==> config.mk <==
export PLATFORM = sky130hd
export DESIGN_NAME = keystone_output_fifo
export DESIGN_NICKNAME = d
export VERILOG_FILES = /design/src/rtl/keystone_output_fifo.sv
export SDC_FILE = /design/constraint.sdc
export NUM_CORES = 1
export LEC_CHECK = 0
export BUFFER_PORTS_ARGS = -buffer_cell sky130_fd_sc_hd__buf_2
export CORE_UTILIZATION = 35
export DETAILED_ROUTE_END_ITERATION = 12
export PLACE_DENSITY = 0.64
export SLEW_MARGIN = 0
export SYNTH_ARGS = -nofsm -noshare
export SYNTH_HDL_FRONTEND = slang
export SYNTH_SLANG_ARGS = --single-unit
==> constraint.sdc <==
create_clock -name clock -period 5.7 [get_ports clock]
set_input_delay 0.855 -clock clock [delete_from_list [all_inputs] [get_ports clock]]
set_output_delay 0.855 -clock clock [all_outputs]
set_load 0.01 [all_outputs]
==> src/rtl/keystone_output_fifo.sv <==
// Elastic first-word-fall-through output buffer between keystone correction and the AXI video
// master. Registers ready toward the upstream stage and checks line length on accepted beats.
module keystone_output_fifo #(
    parameter int DATA_WIDTH = 64,
    parameter int DEPTH      = 16,
    parameter int LINE_WIDTH = 640
) (
    input  logic                       clock,
    input  logic                       reset,
    input  logic                       clock_en,
    input  logic [DATA_WIDTH-1:0]      pixel_stream_in,
    input  logic                       valid_in,
    output logic                       ready_out,
    input  logic                       start_of_frame_in,
    input  logic                       end_of_line_in,
    output logic [DATA_WIDTH-1:0]      pixel_stream_out,
    output logic                       valid_out,
    input  logic                       ready_in,
    output logic                       start_of_frame_out,
    output logic                       end_of_line_out,
    output logic [$clog2(DEPTH):0]     fill_level,
    input  logic                       clear_errors,
    output logic                       eol_error,
    output logic                       sof_error
);

    localparam int AW = $clog2(DEPTH);
    localparam int CW = AW + 1;
    localparam int XW = (LINE_WIDTH > 1) ? $clog2(LINE_WIDTH) : 1;
    localparam logic [XW-1:0] X_LAST = XW'(LINE_WIDTH - 1);

    typedef struct packed {
        logic                  sof;
        logic                  eol;
        logic [DATA_WIDTH-1:0] data;
    } entry_t;

    entry_t         mem [DEPTH];
    logic [AW-1:0]  wr_ptr;
    logic [AW-1:0]  rd_ptr;
    logic [CW-1:0]  count;
    logic [CW-1:0]  next_count;
    logic [XW-1:0]  x_pos;
    logic [XW-1:0]  x_eff;
    logic [XW-1:0]  x_next;
    logic           push;
    logic           pop;
    logic           eol_set;
    logic           sof_set;
    entry_t         head;

    assign push = clock_en & valid_in & ready_out;
    assign pop  = clock_en & valid_out & ready_in;

    assign head               = mem[rd_ptr];
    assign pixel_stream_out   = head.data;
    assign start_of_frame_out = head.sof;
    assign end_of_line_out    = head.eol;
    assign fill_level         = count;

    always_comb begin
        next_count = count;
        unique case ({push, pop})
            2'b10:   next_count = count + CW'(1);
            2'b01:   next_count = count - CW'(1);
            default: next_count = count;
        endcase
    end

    // NOTE: the storage array has no reset; only pointers and count decide what is valid, and
    // leaving it out of the reset keeps it a plain register file.
    always_ff @(posedge clock) begin
        if (push) begin
            mem[wr_ptr] <= '{sof: start_of_frame_in, eol: end_of_line_in, data: pixel_stream_in};
        end
    end

    // NOTE: every sequential block uses non-blocking assignments so all state advances together.
    always_ff @(posedge clock or posedge reset) begin
        if (reset) begin
            wr_ptr    <= '0;
            rd_ptr    <= '0;
            count     <= '0;
            valid_out <= 1'b0;
            ready_out <= 1'b0;
        end else if (clock_en) begin
            if (push) wr_ptr <= wr_ptr + AW'(1);
            if (pop)  rd_ptr <= rd_ptr + AW'(1);
            count     <= next_count;
            valid_out <= (next_count != '0);
            ready_out <= (next_count < CW'(DEPTH));
        end
    end

    // Line checker: a SOF beat is always taken as x=0; any mismatch resynchronises to a new line.
    // NOTE: all outputs of this block get a default first so no latch is inferred.
    always_comb begin
        x_eff   = start_of_frame_in ? '0 : x_pos;
        sof_set = push & start_of_frame_in & (x_pos != '0);
        eol_set = 1'b0;
        x_next  = x_pos;
        if (push) begin
            if (end_of_line_in) begin
                eol_set = (x_eff != X_LAST);
                x_next  = '0;
            end else if (x_eff == X_LAST) begin
                eol_set = 1'b1;
                x_next  = '0;
            end else begin
                x_next  = x_eff + XW'(1);
            end
        end
    end

    always_ff @(posedge clock or posedge reset) begin
        if (reset) begin
            x_pos <= '0;
        end else if (clock_en) begin
            x_pos <= x_next;
        end
    end

    // Sticky flags: clear ignores clock_en, and a new error in the same cycle beats the clear.
    always_ff @(posedge clock or posedge reset) begin
        if (reset) begin
            eol_error <= 1'b0;
            sof_error <= 1'b0;
        end else begin
            eol_error <= eol_set | (eol_error & ~clear_errors);
            sof_error <= sof_set | (sof_error & ~clear_errors);
        end
    end

endmodule
==> impl_metrics.yaml, run 1 <==
run_status:
  status: "finished clean"
grt:
  antenna_found_initial: 17
  grt_pass1_vias: 20340
  grt_first_pass_wirelength_um: 135800
  grt_start_max_net_pins: 87
  track_usage_pct: 15.22
  grt.overflow.total: 0
setup_path:
  cp-end-kind: "output port"
  path_max_fanout: 47
  startpoint_type: "flip-flop"
  crit_type: "flip-flop to output port"
  crit_arrival_ns: 3.58
  r2r-end: "mem[4][32]$_DFFE_PP_"
  r2r-start: "ready_out$_DFFE_PP0P_"
  reg2regPathDepth: 4
  ff2ff_setup_slack_ns: 2.59
  worstPathRequired_ns: 4.85
logic_synthesis:
  synth_area_leaders: "edfxtp_1 76%, mux4_2 14%, dfrtp_1 1.6%"
  synth-edff-count: 1056
  synth_most_common_cell: "edfxtp_1"
  synthCells: 1861
  synthTopCellsByCount: "1056 x edfxtp_1, 264 x mux4_2, 71 x a21oi_1"
  synth_top_area_cell: "edfxtp_1"
  syn_area_per_cell_um2: 22.40
  ys_ff_latch: 1083
  ys_async_sr_fraction_pct: 2.493
  syn-cell-area_um2: 41680
  yosysTopAreaCellShare_pct: 76.08
  syn_nets: 1942
  seq_area_frac_synth_pct: 77.70
  synth_flop_cell: "edfxtp_1"
  synth_cell_types: 50
  yosysWarnings: 0
finish:
  layout.nets: 2150
  stdcell_area_um2: 47990
  regArea_um2: 32400
  final_cell_count_no_fill: 3700
  multi_input_area_um2: 8859
  syn2layout_area_growth_pct: 15.15
  fillCellCount: 10160
  final_util_pct: 40.65
  drive_above_1_share_pct: 29.62
timing:
  worst_slack_ns: 1.263
  tns_ns: 0
  slew-limit-headroom_pct: 21.44
  clock.fmax_mhz: 225.4
  period_share_pct: 77.84
  worstMarginPinSlew_ns: 1.177
  setup_viol: 0
  finalMaxSlewViolations: 0
  finalCriticalPeriod_ns: 4.437
  rsz0062_at_grt: "false"
  finClkSkew_ns: 0.02241
  hold_viol_final: 0
placement:
  placed_area_um2: 44620
  gp_congestion: 0.7166
  port_buffers: 146
  pre_cts_ws_ns: 1.862
  place_inst: 3496
  hpwl_um: 50560
die:
  die_h_um: 347.1
  ios: 147
  die-width_um: 347.1
  core-area_um2: 118100
  die_area_um2: 120500
  initial_core_util_pct: 35.30
  num_rows: 126
clock_network:
  cts.htree.levels: 3
  insertion_delay_ns: 0.68
  postCtsHoldBufs: 0
  clkSinkCount: 1083
  cts_tree: "built"
  post_cts_resized: 0
  clk_pin_slew_ns: 0.06
  cts_buffers: 107
  clockBufferDepth: 3
  ctsRootBufferMaster: "clkbuf_16"
  cts_setup_buffers: 0
min_path:
  hold_path_depth: 2
  hp-class: "primary input to flip-flop"
  min_to: "eol_error$_DFF_PP0_"
  min_from: "clear_errors"
power:
  swShare_pct: 28.96
  intPower_uw: 15580
  ir_drop_mv: 0.2891
  seqPwrFrac_pct: 42.5
  clock_power_share_pct: 30.9
  pwr_density_cell_nw_per_um2: 456.9
  p_sw_uw: 6352
  combPwrFrac_pct: 26.5
  p_leak_uw: 0.01513
flow_run:
  drv_cap: 0
detailed_routing:
  first_pass_iters: 5
  ant_nets: 0
  drtIter0Drc: 1797
  dr_total_vias: 19400
  vias_per_cell: 5.243
  drc: 0
  drt-total-wl_um: 91480
  wl_per_cell_um: 24.73
## power groups by stage
stage	Sequential, uW	Combinational (uW)	Clock, uW
global route	9370	6310	7220
global placement	9490	5900	0
finish	9330	5820	6780
floorplan	9170	4360	0
detailed placement	9510	5950	0
CTS	9340	5970	6940
## registers in the layout, summed over array words and instances (netlist names)
name        count
eol_error       1
fill_level      5
mem          1056
rd_ptr          4
ready_out       1
sof_error       1
valid_out       1
wr_ptr          4
x_pos          10
## cell type report
| cell class | count | share of cell area [%] |
|---|---|---|
| Tap cell | 1536 | 4.004 |
| Clock buffer | 138 | 5.910 |
| Clock inverter | 63 | 1.116 |
| Inverter | 10 | 0.07821 |
| Antenna cell | 3 | 0.01564 |
| Multi-Input combinational cell | 664 | 18.46 |
| Timing Repair Buffer | 203 | 2.909 |
| Sequential cell | 1083 | 67.51 |
## worst max-delay path, stage by stage (launching register included)
cell,delay [ns]
dfrtp_4,1.12
buf_4,0.43
buf_4,0.35
mux4_2,0.54
mux2i_1,0.14
a21oi_1,0.10
buf_2,0.19
## metrics by stage
| stage | power (uW) | hold WS [ns] |
|---|---|---|
| floorplan | 13530 | 0.4676 |
| global placement | 15380 | 0.4812 |
| detailed placement | 15460 | 0.4986 |
| CTS | 22250 | 0.3395 |
| global route | 22890 | 0.3721 |
| finish | 21930 | 0.3898 |
## how the worst max path moves through the flow
stage,startpoint,end,slack [ns],cells after the start
final,rd_ptr[0]$_DFFE_PP0P_,pixel_stream_out[56],1.26,6
after detailed placement,rd_ptr[0]$_DFFE_PP0P_,pixel_stream_out[56],1.86,6
after global placement,rd_ptr[0]$_DFFE_PP0P_,pixel_stream_out[41],1.91,6
after global routing,rd_ptr[0]$_DFFE_PP0P_,pixel_stream_out[56],0.99,6
after CTS,rd_ptr[0]$_DFFE_PP0P_,pixel_stream_out[56],1.11,6
after floorplan,valid_in,mem[12][0]$_DFFE_PP_,0.86,5
## metal layers
metal	GRT usage (%)	share of wire, %	vias to the layer above	routed length, um
met5	0	0.078	-	71
met4	3.946	1.9	14	1783
met3	3.423	6.7	137	6096
met2	24.96	49	548	45230
met1	20.45	42	10420	38310
li1	-	-	8284	-
## placed cells by master (no fill, tap or decap), drive strengths merged, types with 3 or more instances in the layout
| master | n |
|---|---|
| nor3b | 3 |
| a31oi | 3 |
| clkinv | 48 |
| nor2b | 69 |
| a21oi | 71 |
| bufinv | 8 |
| a211oi | 66 |
| inv | 16 |
| edfxtp | 1056 |
| mux2i | 66 |
| dfrtp | 27 |
| nand2 | 14 |
| and3 | 5 |
| nand4 | 4 |
| o21ai | 13 |
| buf | 203 |
| nor3 | 5 |
| xnor2 | 9 |
| nand3 | 6 |
| mux4 | 264 |
| nor2 | 20 |
| xor2 | 5 |
| diode | 3 |
| ha | 9 |
| clkbuf | 138 |
| nand2b | 3 |
## logic make-up after synthesis
logic type | after synthesis | share of synthesized area (%)
flops | 1083 | 77.70
mux | 332 | 15.90
compound gates | 168 | 2.540
simple gates | 141 | 1.921
buf+inv | 114 | 1.366
xor+xnor | 14 | 0.2942
fa+ha+maj | 9 | 0.2702
Power figures use the tool's default switching activity.
==> run 2: changes to the inputs <==
- clock period: 5.7 -> 3.8 ns (I/O delays scaled with it)
==> run 2 against run 1 <==
Net effect: combinational power is 57% higher; clock skew rose by 0.011 ns; register-to-register slack got worse by 1.6 ns; critical path type unchanged; largest cell class unchanged; cell count up 0.59%; sequential share of layout area fell by 0.72 points; sequential power is 49% higher; first-iteration DRC count fell by 21%; worst setup slack got worse by 1.1 ns.
==> impl_metrics.yaml, run 2 (same netlist as run 1, synthesis figures left out) <==
detailed_routing:
  vias_per_cell: 5.247
  drt-total-wl_um: 92050
  wl_per_cell_um: 24.73
  ant_nets: 0
  first_pass_iters: 5
  drc: 0
  dr_total_vias: 19530
  drtIter0Drc: 1415
grt:
  grt.overflow.total: 0
  track_usage_pct: 15.32
  grt_pass1_vias: 20800
  grt_start_max_net_pins: 64
  antenna_found_initial: 13
  grt_first_pass_wirelength_um: 136700
placement:
  hpwl_um: 50480
  pre_cts_ws_ns: 0.6960
  port_buffers: 146
  gp_congestion: 0.7210
setup_path:
  reg2regPathDepth: 11
  path_max_fanout: 63
  path_buf_inv: 2
  slowest_delay_ns: 0.72
  startpoint_type: "flip-flop"
  cp.depth: 6
  crit_family: "flip-flops"
  crit_arrival_ns: 3.08
  cp-end-kind: "output port"
  path_cells: "buf_12, mux4_2, nor2b_1, a211oi_1, a21oi_1, buf_2"
  crit_type: "flip-flop to output port"
  worstPathRequired_ns: 3.23
  cp_slowest_cell: "dfrtp_4"
clock_network:
  post_cts_resized: 0
  insertion_delay_ns: 0.71
  clockBufferDepth: 3
  clkSinkCount: 1083
  cts_tree: "built"
  cts_buffers: 112
  clk_pin_slew_ns: 0.06
  ctsRootBufferMaster: "clkbuf_16"
  cts.htree.levels: 3
timing:
  rsz0062_at_grt: "false"
  clock.fmax_mhz: 273.9
  worst_slack_ns: 0.1486
  slew-limit-headroom_pct: 40.61
  finClkSkew_ns: 0.03378
  finalMaxSlewViolations: 0
  finalCriticalPeriod_ns: 3.651
  setup_viol: 0
  period_share_pct: 96.09
  hold_viol_final: 0
  worstMarginPinSlew_ns: 0.8909
finish:
  layout.nets: 2171
  syn2layout_area_growth_pct: 16.39
  largest_reg_flops: 1056
  drive_above_1_share_pct: 30.69
  layout_commonest_cell: "edfxtp_1"
  final_cell_mix: "1056 x edfxtp_1, 264 x mux4_2, 146 x buf_2"
  top_register: "mem"
die:
  die_h_um: 347.1
  die-width_um: 347.1
  die_area_um2: 120500
  ios: 147
  initial_core_util_pct: 35.30
  num_rows: 126
  core-area_um2: 118100
run_status:
  status: "finished clean"
power:
  p_leak_uw: 0.01539
  ir_drop_mv: 0.3793
  totalPowerFinal_uw: 33690
  pwr_density_cell_nw_per_um2: 694.5
flow_run:
  drv_cap: 0
min_path:
  hp-class: "primary input to async pin"
==> run 2: area by class of cell <==
type / instances / area, um^2
Antenna cell: 3 / 7.507
Clock buffer: 134 / 2907
Clock inverter: 73 / 684.4
Fill cell: 10130 / 69570
Inverter: 10 / 37.54
Multi-Input combinational cell: 664 / 8859
Sequential cell: 1083 / 32400
Tap cell: 1536 / 1922
Timing Repair Buffer: 219 / 1694
==> run 2: path summary, 6_finish.rpt <==
kind / start / end / slack, ns
max in group asynchronous: reset / rd_ptr[3]$_DFFE_PP0P_ / 3.09
min in group clock: clear_errors / eol_error$_DFF_PP0_ / 0.09
setup / recovery: rd_ptr[2]$_DFFE_PP0P_ / pixel_stream_out[6] / 0.15
setup reg to reg: ready_out$_DFFE_PP0P_ / valid_out$_DFFE_PP0P_ / 1.01
hold / removal: reset / fill_level[4]$_DFFE_PP0P_ / 0.04
hold reg to reg: ready_out$_DFFE_PP0P_ / ready_out$_DFFE_PP0P_ / 0.52
==> run 2: timing repair <==
action | 4_1_cts | 5_1_grt
buffers inserted | 1 | 1
hold buffers | 0 | 0
setup endpoints to repair | 5 | 2
==> run 2: power breakdown <==
group / switching (uW) / leakage (uW) / internal [uW]
Sequential: 511 / 0.00983 / 13400
Clock: 4490 / 0.00176 / 6200
Combinational: 4700 / 0.00379 / 4410
==> run 2: layer usage <==
metal	track usage [%]	vias up	wire length, um
li1	-	8328	-
met1	20.05	10490	38450
met5	0	-	96
met4	4.298	14	1968
met2	25.93	538	46360
met3	2.984	164	5174
==> run 2: worst reg2reg max path, delay by kind of cell, from the launching register on <==
family / cells / cell delay, ns
flops: 1 / 0.39
fa+ha+maj: 2 / 0.56
buf+inv: 2 / 0.36
simple gates: 2 / 0.51
compound gates: 4 / 0.63
xor+xnor: 1 / 0.20
==> run 2: per-stage QoR <==
step                      cells  utilization [%]  hold slack (ns)  TNS (ns)  cell area (um^2)
after floorplan            1861                -           0.4676   -648.39             41700
after global placement     3510            38.00           0.4777         0             44870
after detailed placement   3510            38.00           0.5030         0             44870
after CTS                  3718            41.05          0.03928         0             48480
after global routing       3719            41.08          0.06509         0             48500
final                      3722            41.08          0.04268         0             48510
==> run 3: changes to the inputs <==
- clock period: 3.8 -> 3.1 ns (I/O delays scaled with it)
==> run 3 against run 2 <==
Net effect: critical path type unchanged; core utilization grew 2.1 points; clock skew grew 0.011 ns; flip-flop and latch count is the same; total power grew 34%; highest routed layer unchanged; wire length grew 9.6%; the flow now finishes with violations (negative setup slack).
==> impl_metrics.yaml, run 3 (same netlist as run 1, synthesis figures left out) <==
clock_network:
  cts_tree: "built"
  cts_buffers: 110
  clockBufferDepth: 3
  insertion_delay_ns: 0.71
  cts.htree.levels: 3
  clk_pin_slew_ns: 0.06
  ctsRootBufferMaster: "clkbuf_16"
  clkSinkCount: 1083
placement:
  hpwl_um: 50530
  pre_cts_ws_ns: 0.2418
  gp_congestion: 0.7247
  port_buffers: 146
finish:
  multi_input_area_um2: 9510
  regArea_um2: 32400
  final_cell_mix: "1056 x edfxtp_1, 264 x mux4_2, 140 x buf_2"
  syn2layout_area_growth_pct: 22.40
  largest_reg_flops: 1056
  layout.nets: 2256
  layout_commonest_cell: "edfxtp_1"
  fillCellCount: 9914
  top_register: "mem"
  drive_above_1_share_pct: 38.36
setup_path:
  crit_arrival_ns: 2.78
  worstPathRequired_ns: 2.63
  r2r-end: "valid_out$_DFFE_PP0P_"
  cp-end-kind: "output port"
  startpoint_type: "flip-flop"
  crit_type: "flip-flop to output port"
  slowest_delay_ns: 0.50
  ff2ff_setup_slack_ns: 0.36
  path_cells: "buf_12, buf_16, buf_16, buf_4, mux4_2, a211oi_2, a21oi_2, buf_2"
  r2r-start: "ready_out$_DFFE_PP0P_"
  cp_slowest_cell: "mux4_2"
  path_max_fanout: 11
  cpMostUsedCell: "buf_16"
  reg2regPathDepth: 9
timing:
  rsz0062_at_grt: "true"
  finClkSkew_ns: 0.04466
  finalMaxSlewViolations: 0
  period_share_pct: 104.8
  worstMarginPinSlew_ns: 0.8925
  slew-limit-headroom_pct: 40.50
  worst_slack_ns: -0.1476
  finalCriticalPeriod_ns: 3.248
  setup_viol: 64
  clock.fmax_mhz: 307.9
  hold_viol_final: 0
detailed_routing:
  wl_met2_um: 52020
  vias_per_cell: 5.299
  wl_met3_um: 5305
  routed.top_layer: "met5"
  m1WireLength_um: 41650
  first_pass_iters: 5
  ant_nets: 0
  dr_total_vias: 20150
  drtIter0Drc: 1760
  drt-total-wl_um: 100900
  wl_per_cell_um: 26.52
  drc: 0
die:
  die-width_um: 347.1
  num_rows: 126
  die_h_um: 347.1
  ios: 147
  core-area_um2: 118100
  die_area_um2: 120500
  initial_core_util_pct: 35.30
power:
  totalPowerFinal_uw: 45110
  p_leak_uw: 0.01636
  ir_drop_mv: 0.4922
  pwr_density_cell_nw_per_um2: 884.2
run_status:
  violations: "negative setup slack"
  status: "complete, but fails checks"
min_path:
  hold_path_depth: 1
  min_from: "pixel_stream_in[4]"
  hp-class: "primary input to flip-flop"
  min_to: "mem[3][4]$_DFFE_PP_"
grt:
  grt.overflow.total: 0
  grt_start_max_net_pins: 69
  grt_first_pass_wirelength_um: 146700
  grt_pass1_vias: 21370
  track_usage_pct: 16.69
  antenna_found_initial: 9
flow_run:
  drv_cap: 0
[run 3: changes by cell type in the layout (fill, tap and decap cells not counted), moves of 8 or more]
| cell | delta |
|---|---|
| clkinv_1 | +8 |
| buf_6 | +15 |
| mux2i_2 | +11 |
| mux2i_1 | -14 |
| buf_16 | +33 |
| nor2b_1 | -21 |
| a21oi_1 | -28 |
| a211oi_1 | -61 |
| a21oi_2 | +27 |
| nor2b_4 | +20 |
| buf_12 | +32 |
| a211oi_2 | +61 |
[run 3: stage by stage]
stage          instance area [um^2]  setup TNS (ns)  instances  hold WS (ns)  util [%]
2_1_floorplan                 41770          -93.12       1861        0.4676         -
3_3_place_gp                  45090               0       3507        0.4855     38.18
3_5_place_dp                  45090               0       3507        0.5042     38.18
4_1_cts                       50690          -10.32       3788       0.06238     42.93
5_1_grt                       51000          -12.62       3799       0.09385     43.19
6_report                      51010          -5.202       3803        0.1278     43.20
[run 3: area by class of cell]
cell class | count | area share (%)
Antenna cell | 4 | 0.01962
Clock buffer | 128 | 5.570
Clock inverter | 72 | 1.231
Inverter | 10 | 0.07358
Multi-Input combinational cell | 664 | 18.64
Sequential cell | 1083 | 63.52
Tap cell | 1536 | 3.767
Timing Repair Buffer | 306 | 7.179
[run 3: worst max path at each step]
| stage | startpoint | end | slack, ns | cells after the start |
|---|---|---|---|---|
| after global placement | rd_ptr[0]$_DFFE_PP0P_ | pixel_stream_out[32] | 0.36 | 7 |
| final | rd_ptr[0]$_DFFE_PP0P_ | pixel_stream_out[1] | -0.15 | 8 |
| after floorplan | valid_in | mem[13][0]$_DFFE_PP_ | -0.16 | 5 |
| after global routing | rd_ptr[0]$_DFFE_PP0P_ | pixel_stream_out[46] | -0.27 | 8 |
| after CTS | rd_ptr[0]$_DFFE_PP0P_ | pixel_stream_out[55] | -0.23 | 8 |
| after detailed placement | clock_en | valid_out$_DFFE_PP0P_ | 0.24 | 10 |
[run 3: critical path: cells and delay by family (launching register included)]
family	cells	cell delay (ns)
multiplexers	1	0.50
buffers and inverters	5	0.79
AO/OA/AOI/OAI	2	0.34
flip-flops	1	0.43
[run 3: power by group]
part / internal (uW) / leakage (uW) / switching, uW
clock: 7160 / 0.00169 / 5590
sequential: 16400 / 0.00983 / 443
combinational: 8190 / 0.00484 / 7310
[run 3: metal layers]
| layer | GRT usage [%] | vias up |
|---|---|---|
| met3 | 2.641 | 155 |
| met5 | 0 | - |
| met1 | 21.65 | 10910 |
| met4 | 3.928 | 10 |
| li1 | - | 8494 |
| met2 | 29.28 | 580 |
[run 3: repair_timing]
action,in CTS,in global routing
pin swaps,57,43
hold buffers,3,0
buffers inserted,49,13
cloned,29,5
endpoints found under the setup margin,66,66
gates resized for setup,173,59
endpoints found under the hold margin,17,0
